--- src/rtl/lc3b_types.sv ---
// Shared LC-3b datapath types used by the memory controller and its helpers.
package lc3b_types;

    typedef logic [15:0] lc3b_word;
    typedef logic [1:0]  lc3b_mem_wmask;

    localparam lc3b_mem_wmask WMASK_NONE = 2'b00;
    localparam lc3b_mem_wmask WMASK_FULL = 2'b11;

endpackage

--- src/rtl/mem_byte_merge.sv ---
// Per-lane merge of a partial CPU write into the word read back from memory.
module mem_byte_merge
    import lc3b_types::*;
(
    input  lc3b_word      old_i,
    input  lc3b_word      new_i,
    input  lc3b_mem_wmask mask_i,
    output lc3b_word      merged_o
);

    always_comb begin
        merged_o[15:8] = mask_i[1] ? new_i[15:8] : old_i[15:8];
        merged_o[7:0]  = mask_i[0] ? new_i[7:0]  : old_i[7:0];
    end

endmodule

--- src/rtl/mem_ctrl.sv ---
// CPU-to-physical-memory controller with a one-word read buffer and
// read-modify-write handling of partial (single byte lane) stores.
module mem_ctrl
    import lc3b_types::*;
#(
    parameter bit BUF_EN = 1'b1
) (
    input  logic          clk,
    input  logic          rst,
    input  logic          mem_read,
    input  logic          mem_write,
    input  lc3b_mem_wmask mem_byte_enable,
    input  lc3b_word      mem_address,
    input  lc3b_word      mem_wdata,
    output lc3b_word      mem_rdata,
    output logic          mem_resp,
    output logic          pmem_read,
    output logic          pmem_write,
    output lc3b_word      pmem_address,
    output lc3b_word      pmem_wdata,
    input  lc3b_word      pmem_rdata,
    input  logic          pmem_resp
);

    typedef enum logic [2:0] {
        IDLE,
        RD,
        WR,
        RMW_RD,
        RMW_WR,
        DONE
    } state_e;

    state_e        state_q, state_d;
    logic [14:0]   addr_q;
    lc3b_word      wdata_q;
    lc3b_mem_wmask be_q;
    lc3b_word      rdata_q;
    logic          buf_valid_q;
    logic [14:0]   buf_tag_q;
    lc3b_word      buf_data_q;
    lc3b_word      merged;
    logic          buf_hit;
    logic          wr_hit;
    logic          unused_addr_lsb;

    // Byte offset is irrelevant: memory is word-organised.
    assign unused_addr_lsb = mem_address[0];

    assign buf_hit = BUF_EN && buf_valid_q && (buf_tag_q == mem_address[15:1]);
    assign wr_hit  = buf_valid_q && (buf_tag_q == addr_q);

    mem_byte_merge u_merge (
        .old_i    (pmem_rdata),
        .new_i    (wdata_q),
        .mask_i   (be_q),
        .merged_o (merged)
    );

    always_ff @(posedge clk) begin
        if (rst) state_q <= IDLE;
        else     state_q <= state_d;
    end

    always_comb begin
        state_d = state_q;
        unique case (state_q)
            IDLE: begin
                if (mem_write) begin
                    if (mem_byte_enable == WMASK_FULL)      state_d = WR;
                    else if (mem_byte_enable == WMASK_NONE) state_d = DONE;
                    else                                    state_d = RMW_RD;
                end else if (mem_read) begin
                    state_d = buf_hit ? DONE : RD;
                end
            end
            RD:      if (pmem_resp) state_d = DONE;
            WR:      if (pmem_resp) state_d = DONE;
            RMW_RD:  if (pmem_resp) state_d = RMW_WR;
            RMW_WR:  if (pmem_resp) state_d = DONE;
            DONE:    state_d = IDLE;
            default: state_d = IDLE;
        endcase
    end

    // Outputs are gated by rst so nothing is visible while reset is held.
    always_comb begin
        mem_resp   = 1'b0;
        pmem_read  = 1'b0;
        pmem_write = 1'b0;
        if (!rst) begin
            mem_resp   = (state_q == DONE);
            pmem_read  = (state_q == RD) || (state_q == RMW_RD);
            pmem_write = (state_q == WR) || (state_q == RMW_WR);
        end
    end

    assign pmem_address = {addr_q, 1'b0};
    assign pmem_wdata   = wdata_q;
    assign mem_rdata    = rdata_q;

    always_ff @(posedge clk) begin
        if (rst) begin
            addr_q      <= '0;
            wdata_q     <= '0;
            be_q        <= '0;
            rdata_q     <= '0;
            buf_valid_q <= 1'b0;
            buf_tag_q   <= '0;
            buf_data_q  <= '0;
        end else begin
            unique case (state_q)
                IDLE: begin
                    if (mem_read || mem_write) begin
                        addr_q  <= mem_address[15:1];
                        wdata_q <= mem_wdata;
                        be_q    <= mem_byte_enable;
                        if (!mem_write && buf_hit) rdata_q <= buf_data_q;
                    end
                end
                RD: begin
                    if (pmem_resp) begin
                        rdata_q <= pmem_rdata;
                        if (BUF_EN) begin
                            buf_valid_q <= 1'b1;
                            buf_tag_q   <= addr_q;
                            buf_data_q  <= pmem_rdata;
                        end
                    end
                end
                // The merged word replaces the latched write data for RMW_WR.
                RMW_RD: if (pmem_resp) wdata_q <= merged;
                WR, RMW_WR: if (pmem_resp && wr_hit) buf_data_q <= wdata_q;
                default: ;
            endcase
        end
    end

endmodule

--- config.mk ---
export PLATFORM = sky130hd
export DESIGN_NAME = mem_ctrl
export DESIGN_NICKNAME = d
export VERILOG_FILES = /design/src/rtl/lc3b_types.sv /design/src/rtl/mem_byte_merge.sv /design/src/rtl/mem_ctrl.sv
export SDC_FILE = /design/constraint.sdc
export NUM_CORES = 1
export LEC_CHECK = 0
export CAP_MARGIN = 20
export CORE_AREA = 3 3 124 126
export DETAILED_ROUTE_END_ITERATION = 7
export DIE_AREA = 0 0 127 129
export MAX_ROUTING_LAYER = met4
export PLACE_DENSITY = 0.5
export RECOVER_POWER = 25
export SETUP_SLACK_MARGIN = 0.5
export SLEW_MARGIN = 20
export SYNTH_ARGS = -nofsm -noshare
export SYNTH_HDL_FRONTEND = slang
export SYNTH_SLANG_ARGS = --single-unit
export TNS_END_PERCENT = 20
--- constraint.sdc ---
create_clock -name clk -period 2.7 [get_ports clk]
set_input_delay 0.405 -clock clk [delete_from_list [all_inputs] [get_ports clk]]
set_output_delay 0.405 -clock clk [all_outputs]
set_load 0.02 [all_outputs]
* Yosys cells after proc, flatten, opt, wreduce, memory -nomap -nowiden
Cells that the tools add are included.
Cells by class: equal/unequal tests 17, mux-type cells 22, reductions and logical operators 22
Operators with widths (number):
- two-way mux 16 bit | 6
- one-hot mux 16 bit (2 select lines) | 3
- equality test 15 bit | 2
- two-way mux 3 bit | 7
- two-way mux 8 bit | 2
- inequality test 2 bit (second input constant) | 7
- AND reduction 4 bit | 3
- one-hot mux 3 bit (3 select lines) | 1
- equality test 3 x 2 -> 1 bit (second input constant) | 2
- equality test 3 bit (second input constant) | 2
- AND reduction 3 bit | 2
- nonzero test 2 bit | 3
- logical AND 1 bit | 4
- AND reduction 2 bit | 2
- equality test 3 x 1 -> 1 bit (second input constant) | 1
- zero test 3 bit | 1
- logical OR 1 bit | 3
- two-way mux 1 bit | 3
- inequality test 3 bit (second input constant) | 1
- OR reduction 3 bit | 1
- equality test 2 bit (second input constant) | 1
- zero test 2 bit | 1
- inequality test 2 x 1 -> 1 bit (second input constant) | 1
- OR reduction 2 bit | 1
- zero test 1 bit | 1
Word-level totals: bits in registers 84, bits of input ports 55, logic and storage cells 70

* Depth between registers and ports, before layout
Gate-level depths: netlist of run 1.
depth after elaboration 6, mapped depth 7, depth with buffers taken out 5

* Cells and area by module
From an unflattened synthesis of run 1, not the netlist that was laid out.
Unflattened totals: cells, all modules 466, area total of the unflattened synthesis 4336.7 um^2
By module, submodules not included:
- mem_ctrl | times used 1, cells an instance 448, area an instance 4073.9 um^2
- mem_byte_merge | times used 1, cells an instance 18, area an instance 262.8 um^2

* Worst setup path before layout of run 1
Ideal clock, no wire load.
path kind input to output, start in rst, end out mem_resp, arrival 1568 ps, path slack 727 ps, cell stages on the path 3, cell sequence buf_2 -> buf_1 -> nor4b_1
On the way: longest elaborated chain between the ends 1
RTL lines:
- from (decl) | RTL line mem_ctrl.sv:9 | input logic rst,
- two-way mux 1 bit | RTL line mem_ctrl.sv:91 | if (!rst) begin
- to (decl) | RTL line mem_ctrl.sv:16 | output logic mem_resp,
Every way passes these cells.

* Worst setup path after layout of run 1
start in mem_write, end reg wdata_q[2] (netlist: pmem_wdata[2])
On the way: longest elaborated chain between the ends 3
RTL lines:
- from (decl) | RTL line mem_ctrl.sv:11 | input logic mem_write,
- logical OR 1 bit | RTL line mem_ctrl.sv:114 | if (mem_read || mem_write) begin
- inequality test 2 bit (no source line)
- AND reduction 4 bit (no source line)
- to (signal assigned) | RTL line mem_ctrl.sv:116 | wdata_q <= mem_wdata;
- to (signal assigned) | RTL line mem_ctrl.sv:132 | RMW_RD: if (pmem_resp) wdata_q <= merged;
- to (decl) | RTL line mem_ctrl.sv:36 | lc3b_word wdata_q;
Every way passes these cells. A chain may end at the register's enable or synchronous reset.

==> impl_metrics.json, run 1 <==
{
  "ys_seq_area_share_pct": 39.4,
  "ys_ff_latch": 84,
  "dr.pass1.iters": 5,
  "nNetsFinal": 618,
  "cpPeakStageDelay_ns": 0.53,
  "root_buffer": "clkbuf_16",
  "cpMaxStageDelayCell": "or4_1",
  "clock_skew_ns": 0.00688,
  "swShare_pct": 33.0,
  "fin_crit_sh_pct": 83.2,
  "vdd_drop_max_mv": 0.327,
  "fmax_mhz": 445,
  "min-delay-start": "be_q[0]",
  "synth_top_area_share_pct": 39.4,
  "setup_tns_ns": 0,
  "syn_inst": 465,
  "drc_errors": 0,
  "cts.sinks": 84,
  "rows": 44,
  "p_per_area_nw_per_um2": 712,
  "antenna_left": 0,
  "setup_viol": 0,
  "critical_path.most_common_cell": "nor2_1",
  "vias_per_cell": 5.08,
  "clock_path_buffers": 2,
  "cp.arrival_ns": 2.50,
  "ys_warn_count": 0,
  "grt_first_pass_wirelength_mm": 20.3,
  "netlist_top_cells_area": "dfxtp_1, mux2i_1, nand2_1",
  "cts_tree": "done",
  "synth_common_cells": "dfxtp_1, nand2_1, nor2_1, a21oi_1, mux2i_1",
  "p_leak_nw": 2.25,
  "synth_ff_type": "dfxtp_1",
  "timing.rr.start": "state_q[0]",
  "place_hpwl_mm": 8.97,
  "crit_required_ns": 2.95,
  "cap_violations": 0,
  "async_flop_share_pct": 0,
  "whs_ns": 0.451,
  "vias": 3819,
  "p_int_mw": 2.77,
  "yosysTopAreaCell": "dfxtp_1",
  "place_ws_ns": 0.185,
  "finalHoldViolCount": 0,
  "min_path_type": "reg2reg",
  "antenna_found_initial": 0,
  "status": "complete, no violations",
  "worstHoldPathCells": 2,
  "synthesis.area_um2": 4270,
  "ios": 106,
  "grt_max_degree": 74,
  "critPathMaxFanout": 16,
  "reg2regPathDepth": 5,
  "area_delta_synth_final_pct": 36.1,
  "p_sw_mw": 1.36,
  "yosysMostFrequentCell": "dfxtp_1",
  "n_antenna_cell": 0,
  "die_area_um2": 16400,
  "crit_start": "mem_write",
  "cts-hold-fix-buffers": 0,
  "die_y_um": 129,
  "grt-ovfl-total": 0,
  "relSlewSlack_pct": 40.8,
  "drt_iter0_markers": 313,
  "rsz0062_at_grt": "yes",
  "die_x_um": 127,
  "core_um2": 14400,
  "critical_path_class": "in2reg",
  "clock_power_share_pct": 30.4,
  "initial_utilization_pct": 29.6,
  "drt_wl_total_mm": 13.0,
  "h-tree-depth": 3,
  "syn-num-nets": 520,
  "critPathLaunchType": "input port",
  "wl_per_cell_um": 17.3,
  "syn_avg_cell_area_um2": 9.18,
  "drive_gt1_share_pct": 13.6,
  "drv_slew": 0,
  "synth_edf_count": 0,
  "combPwrFrac_pct": 32.1,
  "cts_buffers": 9,
  "pwr-share-seq_pct": 37.4,
  "fin_crit_ns": 2.25,
  "clkTransAtPathRegs_ns": 0.06,
  "synthDistinctLibCells": 51,
  "layout_setup_ws_ns": 0.454,
  "worst_pin_slew_ns": 0.888,
  "worstPathCellList": "clkdlybuf4s50_1 > clkbuf_1 > nor2_1 > or4_1 > o21ai_2 > nor2_1 > a211oi_1",
  "place_congestion": 0.828,
  "clkLatencyLatePin_ns": 0.34,
  "portBuffers": 103,
  "grt_pass1_vias": 3774,
  "crit_path_end_kind": "register",
  "grtUsageTotal_pct": 16.1
}
[what timing repair did]
action | CTS | global route
gates resized for setup | 3 | 4
pin swaps | 0 | 1
hold endpoints to repair | 0 | 0
setup buffers | 0 | 1
endpoints found under the setup margin | 3 | 37
[metal layers]
layer	GRT usage, %	up-vias	routed length (um)
met5	-	-	0
met4	7.19	0	298
met3	2.66	24	472
met2	24.2	103	6020
met1	21.3	1805	6220
li1	-	1887	-
[layout by cell type, fill, tap and decap left out, types with 7 or more instances in the layout]
| cell type | n |
|---|---|
| a211oi_1 | 17 |
| mux2i_1 | 32 |
| xor2_1 | 16 |
| dlygate4sd3_1 | 31 |
| a22oi_1 | 16 |
| buf_4 | 17 |
| a221o_1 | 16 |
| clkbuf_16 | 9 |
| nor4_1 | 7 |
| a21oi_1 | 34 |
| xnor2_1 | 14 |
| dfxtp_1 | 83 |
| nor2_1 | 54 |
| clkdlybuf4s50_1 | 68 |
| a221oi_2 | 10 |
| nand2_1 | 65 |
| mux2_2 | 16 |
[worst paths after layout]
kind / to / slack [ns]
hold reg to reg: be_q[0] / 0.45
setup / recovery: pmem_wdata[2] / 0.45
setup reg to reg: buf_data_q[4] / 0.63
hold / removal: be_q[0] / 0.45
[through the flow]
stage	power, mW	utilization [%]	cell area (um2)	instances
2_1_floorplan	2.39	-	4270	465
3_3_place_gp	2.92	38.0	5480	735
3_5_place_dp	2.94	38.0	5480	735
4_1_cts	4.21	40.1	5790	751
5_1_grt	4.34	40.3	5810	752
6_report	4.13	40.3	5810	752
[cells by family (layout without fill, tap and decap cells)]
family / Yosys count / after routing / share of synthesized area [%]
simple gates: 156 / 156 / 17.2
compound gates: 109 / 109 / 20.2
flops: 84 / 84 / 39.4
mux: 48 / 48 / 11.7
buf+inv: 36 / 139 / 4.84
xor+xnor: 31 / 31 / 6.54
other cells: 1 / 1 / 0.0879
[cell type report]
class | instances | area (um2)
Clock inverter | 4 | 47.5
Multi-Input combinational cell | 345 | 2400
Clock buffer | 12 | 256
Sequential cell | 84 | 1680
Inverter | 1 | 3.75
Tap cell | 184 | 230
Fill cell | 1425 | 8620
Timing Repair Buffer | 122 | 1190
[registers in the layout, summed over array words and instances (netlist names)]
| signal | cells |
|---|---|
| buf_tag_q | 15 |
| state_q | 3 |
| addr_q | 15 |
| pmem_wdata | 16 |
| mem_rdata | 16 |
| buf_data_q | 16 |
| buf_valid_q | 1 |
| be_q | 2 |
[critical path, delay by kind of cell]
kind,cells,cell delay (ns)
buf+inv,2,0.76
simple gates,3,0.75
compound gates,2,0.57
[power by group through the flow]
stage	registers (mW)	logic (mW)	clock network (mW)
floorplan	1.68	0.710	0
detailed placement	1.58	1.36	0
global placement	1.57	1.35	0
global route	1.57	1.43	1.33
CTS	1.55	1.37	1.29
finish	1.55	1.33	1.26
No activity file was read; power rests on OpenSTA's default activity.
==> run 2: changes to the inputs <==
- PLACE_DENSITY: 0.5 -> 0.52
- clock period: 2.7 -> 2 ns (I/O delays scaled with it)
==> run 2 against run 1 <==
  * Die area unchanged
  * Clock skew up 0.00088 ns
  * Register-to-register slack worse by 0.53 ns
  * Flip-flop and latch count unchanged
  * Final cell count up 2.3%
  * Critical path depth down 1
  * Highest routed layer unchanged
==> impl_metrics.json, run 2 (synthesis gave the netlist of run 1 again) <==
{
  "p_int_mw": 3.82,
  "grtUsageTotal_pct": 17.2,
  "worstPathCellList": "xor2_1 > nor4_1 > nand4_1 > nor3b_4 > clkbuf_16 > a221o_1",
  "nNetsFinal": 635,
  "critPathMaxFanout": 8,
  "post-route-util_pct": 43.1,
  "drt_wl_total_mm": 13.5,
  "vdd_drop_max_mv": 0.457,
  "clock_path_buffers": 2,
  "min_path_type": "in2reg",
  "critPathLaunchType": "register",
  "drive_gt1_share_pct": 21.2,
  "portBuffers": 103,
  "fin_crit_ns": 1.90,
  "vias": 3932,
  "p_per_area_nw_per_um2": 926,
  "n_antenna_cell": 0,
  "cts.sinks": 84,
  "cpLargestDelayFamily": "simple AND/OR/NAND/NOR gates",
  "swShare_pct": 33.5,
  "clkLatencyLatePin_ns": 0.34,
  "clock_power_share_pct": 27.9,
  "cp.buffers_inverters": 1,
  "antenna_found_initial": 0,
  "setup_tns_ns": 0,
  "core_um2": 14400,
  "root_buffer": "clkbuf_16",
  "cpMaxStageDelayCell": "dfxtp_2",
  "ios": 106,
  "layout_setup_ws_ns": 0.105,
  "drc_errors": 0,
  "fin_cells": 769,
  "h-tree-depth": 3,
  "combPwrFrac_pct": 35.1,
  "dp_cells": 740,
  "cp.arrival_ns": 2.12,
  "clock_skew_ns": 0.00776,
  "vias_per_cell": 5.11,
  "rsz0062_at_grt": "yes",
  "dr.pass1.iters": 4,
  "initial_utilization_pct": 29.6,
  "cts_buffers": 9,
  "area_delta_synth_final_pct": 45.5,
  "wl_per_cell_um": 17.6,
  "rows": 44,
  "place_ws_ns": -0.389,
  "antenna_left": 0,
  "place_congestion": 0.870,
  "place_hpwl_mm": 9.24,
  "grt_max_degree": 79,
  "die_area_um2": 16400,
  "drv_slew": 0,
  "fin_crit_sh_pct": 94.8,
  "grt_first_pass_wirelength_mm": 21.6,
  "fmax_mhz": 528,
  "setup_viol": 0,
  "die_x_um": 127,
  "final_cell_mix": "clkdlybuf4s50_1, dfxtp_1, nand2_1, nor2_1, a21oi_1",
  "layout_commonest_cell": "clkdlybuf4s50_1",
  "clkTransAtPathRegs_ns": 0.06,
  "cts_tree": "done",
  "p_leak_nw": 2.34,
  "cts-hold-fix-buffers": 0,
  "finalHoldViolCount": 0,
  "die_y_um": 129,
  "critical_path_class": "reg2reg",
  "cpPeakStageDelay_ns": 0.33,
  "grt_pass1_vias": 4058,
  "crit_path_end_kind": "register",
  "p_sw_mw": 1.93,
  "pwr-share-seq_pct": 37.0,
  "drt_iter0_markers": 264,
  "grt-ovfl-total": 0,
  "cap_violations": 0,
  "status": "complete, no violations",
  "crit_required_ns": 2.23
}
-- run 2: cell type report --
cell class / instances / area [um2]
fillers: 1428 / 8210
multi-input cells: 346 / 2580
flip-flops and latches: 84 / 1700
repair buffers: 138 / 1400
clock buffers: 13 / 270
well taps: 184 / 230
clock inverters: 3 / 20.0
inverters: 1 / 8.76
-- run 2: repair_timing --
| item | CTS | global route |
|---|---|---|
| pin swaps | 18 | 8 |
| setup buffers | 6 | 5 |
| gates resized for setup | 59 | 26 |
| gates cloned | 2 | 0 |
| setup endpoints to repair | 131 | 132 |
-- run 2: per-layer routing --
| layer | GRT usage [%] | share of wire, % | routed length, um |
|---|---|---|---|
| met1 | 21.4 | 44 | 6020 |
| met2 | 27.5 | 48 | 6460 |
| met3 | 4.23 | 5.6 | 763 |
| met4 | 5.55 | 2.2 | 293 |
| met5 | - | 0 | 0 |
-- run 2: power groups by stage --
stage | combinational (mW) | sequential (mW) | clock (mW)
4_1_cts | 2.00 | 2.12 | 1.66
3_5_place_dp | 1.89 | 2.16 | 0
3_3_place_gp | 1.87 | 2.15 | 0
2_1_floorplan | 0.987 | 2.27 | 0
5_1_grt | 2.18 | 2.16 | 1.72
6_report | 2.02 | 2.13 | 1.61
-- run 2: stage by stage --
stage	hold WS, ns	power [mW]	instance area, um2
3_3_place_gp	0.444	4.02	5610
6_report	0.279	5.75	6210
4_1_cts	0.326	5.79	6110
5_1_grt	0.303	6.06	6210
3_5_place_dp	0.442	4.04	5610
2_1_floorplan	0.431	3.26	4320
-- run 2: worst reg2reg max path, cell delays in order, from the launching register on --
cell	delay (ns)
dfxtp_2	0.33
xor2_1	0.17
nor4_1	0.33
nand4_1	0.22
nor3b_4	0.23
clkbuf_16	0.19
a221o_1	0.31
-- run 2: path summary, 6_finish.rpt --
| check | from | end | slack, ns | cells after the start |
|---|---|---|---|---|
| max reg2reg | buf_tag_q[13] | mem_rdata[12] | 0.10 | 6 |
| max | buf_tag_q[13] | mem_rdata[12] | 0.10 | 6 |
| min reg2reg | be_q[0] | be_q[0] | 0.45 | 2 |
| min | mem_address[10] | addr_q[9] | 0.28 | 3 |
==> run 3: changes to the inputs <==
- clock period: 2 -> 1.7 ns (I/O delays scaled with it)
==> run 3 against run 2 <==
  * Highest routed layer unchanged
  * The run now ends with negative setup slack left
  * Critical path type unchanged
  * Flip-flop and latch count stayed put
  * Fmax is 3.0% higher
  * Power is 22% higher
  * Sequential share of layout area is 1.7 points lower
  * Non-clock buffer count is 32 higher
  * Global-route usage is 0.35 points higher
==> impl_metrics.json, run 3 (synthesis gave the netlist of run 1 again) <==
{
  "nNetsFinal": 667,
  "setup_viol": 21,
  "drc_errors": 0,
  "core_um2": 14400,
  "post-route-util_pct": 46.7,
  "multiInputGateArea_um2": 2840,
  "grt-ovfl-total": 0,
  "layout_commonest_cell": "dfxtp_1",
  "layout_setup_ws_ns": -0.141,
  "grt_pass1_vias": 4095,
  "rows": 44,
  "worst_pin_slew_ns": 0.848,
  "drive_gt1_share_pct": 41.1,
  "ios": 106,
  "fin_crit_ns": 1.84,
  "initial_utilization_pct": 29.6,
  "antenna_found_initial": 0,
  "reg2regPathDepth": 6,
  "nFillCells": 1376,
  "cts.sinks": 84,
  "cts-hold-fix-buffers": 0,
  "vias": 4153,
  "crit_required_ns": 1.93,
  "p_leak_nw": 2.60,
  "die_y_um": 129,
  "vias_per_cell": 5.19,
  "area_delta_synth_final_pct": 58.0,
  "root_buffer": "clkbuf_16",
  "clkTransAtPathRegs_ns": 0.06,
  "dr.pass1.iters": 4,
  "cpMaxStageDelayCell": "dfxtp_4",
  "drv_slew": 0,
  "fin_cells": 800,
  "whs_ns": 0.225,
  "worstHoldPathCells": 3,
  "die_area_um2": 16400,
  "critPathMaxFanout": 8,
  "drt_iter0_markers": 204,
  "drt_wl_total_mm": 14.6,
  "dpl_cell_area_um2": 5860,
  "dp_cells": 770,
  "crit_path_end_kind": "register",
  "fin_crit_sh_pct": 108,
  "critPathLaunchType": "register",
  "grt_max_degree": 49,
  "cp.arrival_ns": 2.07,
  "relSlewSlack_pct": 42.0,
  "p_per_area_nw_per_um2": 1040,
  "violations": "negative setup slack",
  "final_cell_mix": "dfxtp_1, nor2_1, clkdlybuf4s50_1, buf_6, nand2_2",
  "critical_path_class": "reg2reg",
  "portBuffers": 103,
  "layout.area.seq_um2": 1740,
  "antenna_left": 0,
  "min_path_type": "in2reg",
  "grtUsageTotal_pct": 17.5,
  "cpPeakStageDelay_ns": 0.36,
  "clkLatencyLatePin_ns": 0.35,
  "place_hpwl_mm": 9.45,
  "fmax_mhz": 543,
  "cap_violations": 0,
  "n_antenna_cell": 0,
  "setup_tns_ns": -2.00,
  "place_congestion": 0.888,
  "clock_path_buffers": 2,
  "cts_buffers": 9,
  "h-tree-depth": 3,
  "final_area_um2": 6740,
  "vdd_drop_max_mv": 0.555,
  "status": "finished with violations",
  "worstPathCellList": "xor2_2 > nor4_1 > nand4_1 > nor3b_4 > buf_12 > a221o_1",
  "cp.buffers_inverters": 1,
  "clock_skew_ns": 0.00929,
  "cp_num_cells": 6,
  "wl_per_cell_um": 18.3,
  "die_x_um": 127,
  "cts_tree": "done",
  "cpLargestDelayFamily": "simple AND/OR/NAND/NOR gates",
  "rsz0062_at_grt": "yes",
  "grt_first_pass_wirelength_mm": 21.8,
  "finalHoldViolCount": 0
}
==> run 3: layout make-up <==
type                    instances  area share (%)
clock buffers                  11            3.60
well taps                     184            3.41
multi-input cells             346            42.1
flip-flops and latches         84            25.8
clock inverters                 4           0.520
inverters                       1          0.0557
repair buffers                170            24.5
==> run 3: worst min-delay path, delay by kind of cell <==
kind                   cells  cell delay (ns)
buffers and inverters      1             0.16
AND/OR/NAND/NOR            1             0.07
AO/OA/AOI/OAI              1             0.05
==> run 3: timing repair <==
item / in CTS / in global routing
pin swaps: 52 / 43
buffers inserted: 8 / 3
gates cloned: 2 / 2
gates resized for setup: 348 / 59
setup endpoints to repair: 134 / 105
==> run 3: stage by stage <==
| step | power [mW] | setup slack, ns |
|---|---|---|
| floorplan | 3.86 | 0.0743 |
| global placement | 4.84 | -0.521 |
| detailed placement | 4.89 | -0.560 |
| CTS | 6.90 | -0.116 |
| global route | 7.34 | -0.216 |
| finish | 7.00 | -0.141 |
==> run 3: path summary, 6_finish.rpt <==
| check | endpoint | slack [ns] | startpoint |
|---|---|---|---|
| min reg2reg | be_q[0] | 0.47 | be_q[0] |
| max reg2reg | mem_rdata[11] | -0.14 | buf_tag_q[7] |
| max | mem_rdata[11] | -0.14 | buf_tag_q[7] |
| min | addr_q[0] | 0.22 | mem_address[1] |
==> run 3: power by group <==
group / leakage (nW) / total, mW / internal [mW] / switching, mW
Sequential: 0.703 / 2.50 / 2.24 / 0.258
Combinational: 1.77 / 2.62 / 1.23 / 1.40
Clock: 0.130 / 1.88 / 1.04 / 0.845
==> run 3: routing by layer <==
metal	share of wire, %	GRT usage, %	up-vias	wire length [um]
met5	0	-	-	0
met4	1.9	6.62	0	282
met3	4.9	3.86	22	712
met2	49	28.2	113	7120
met1	44	21.6	2025	6510
li1	-	-	1993	-
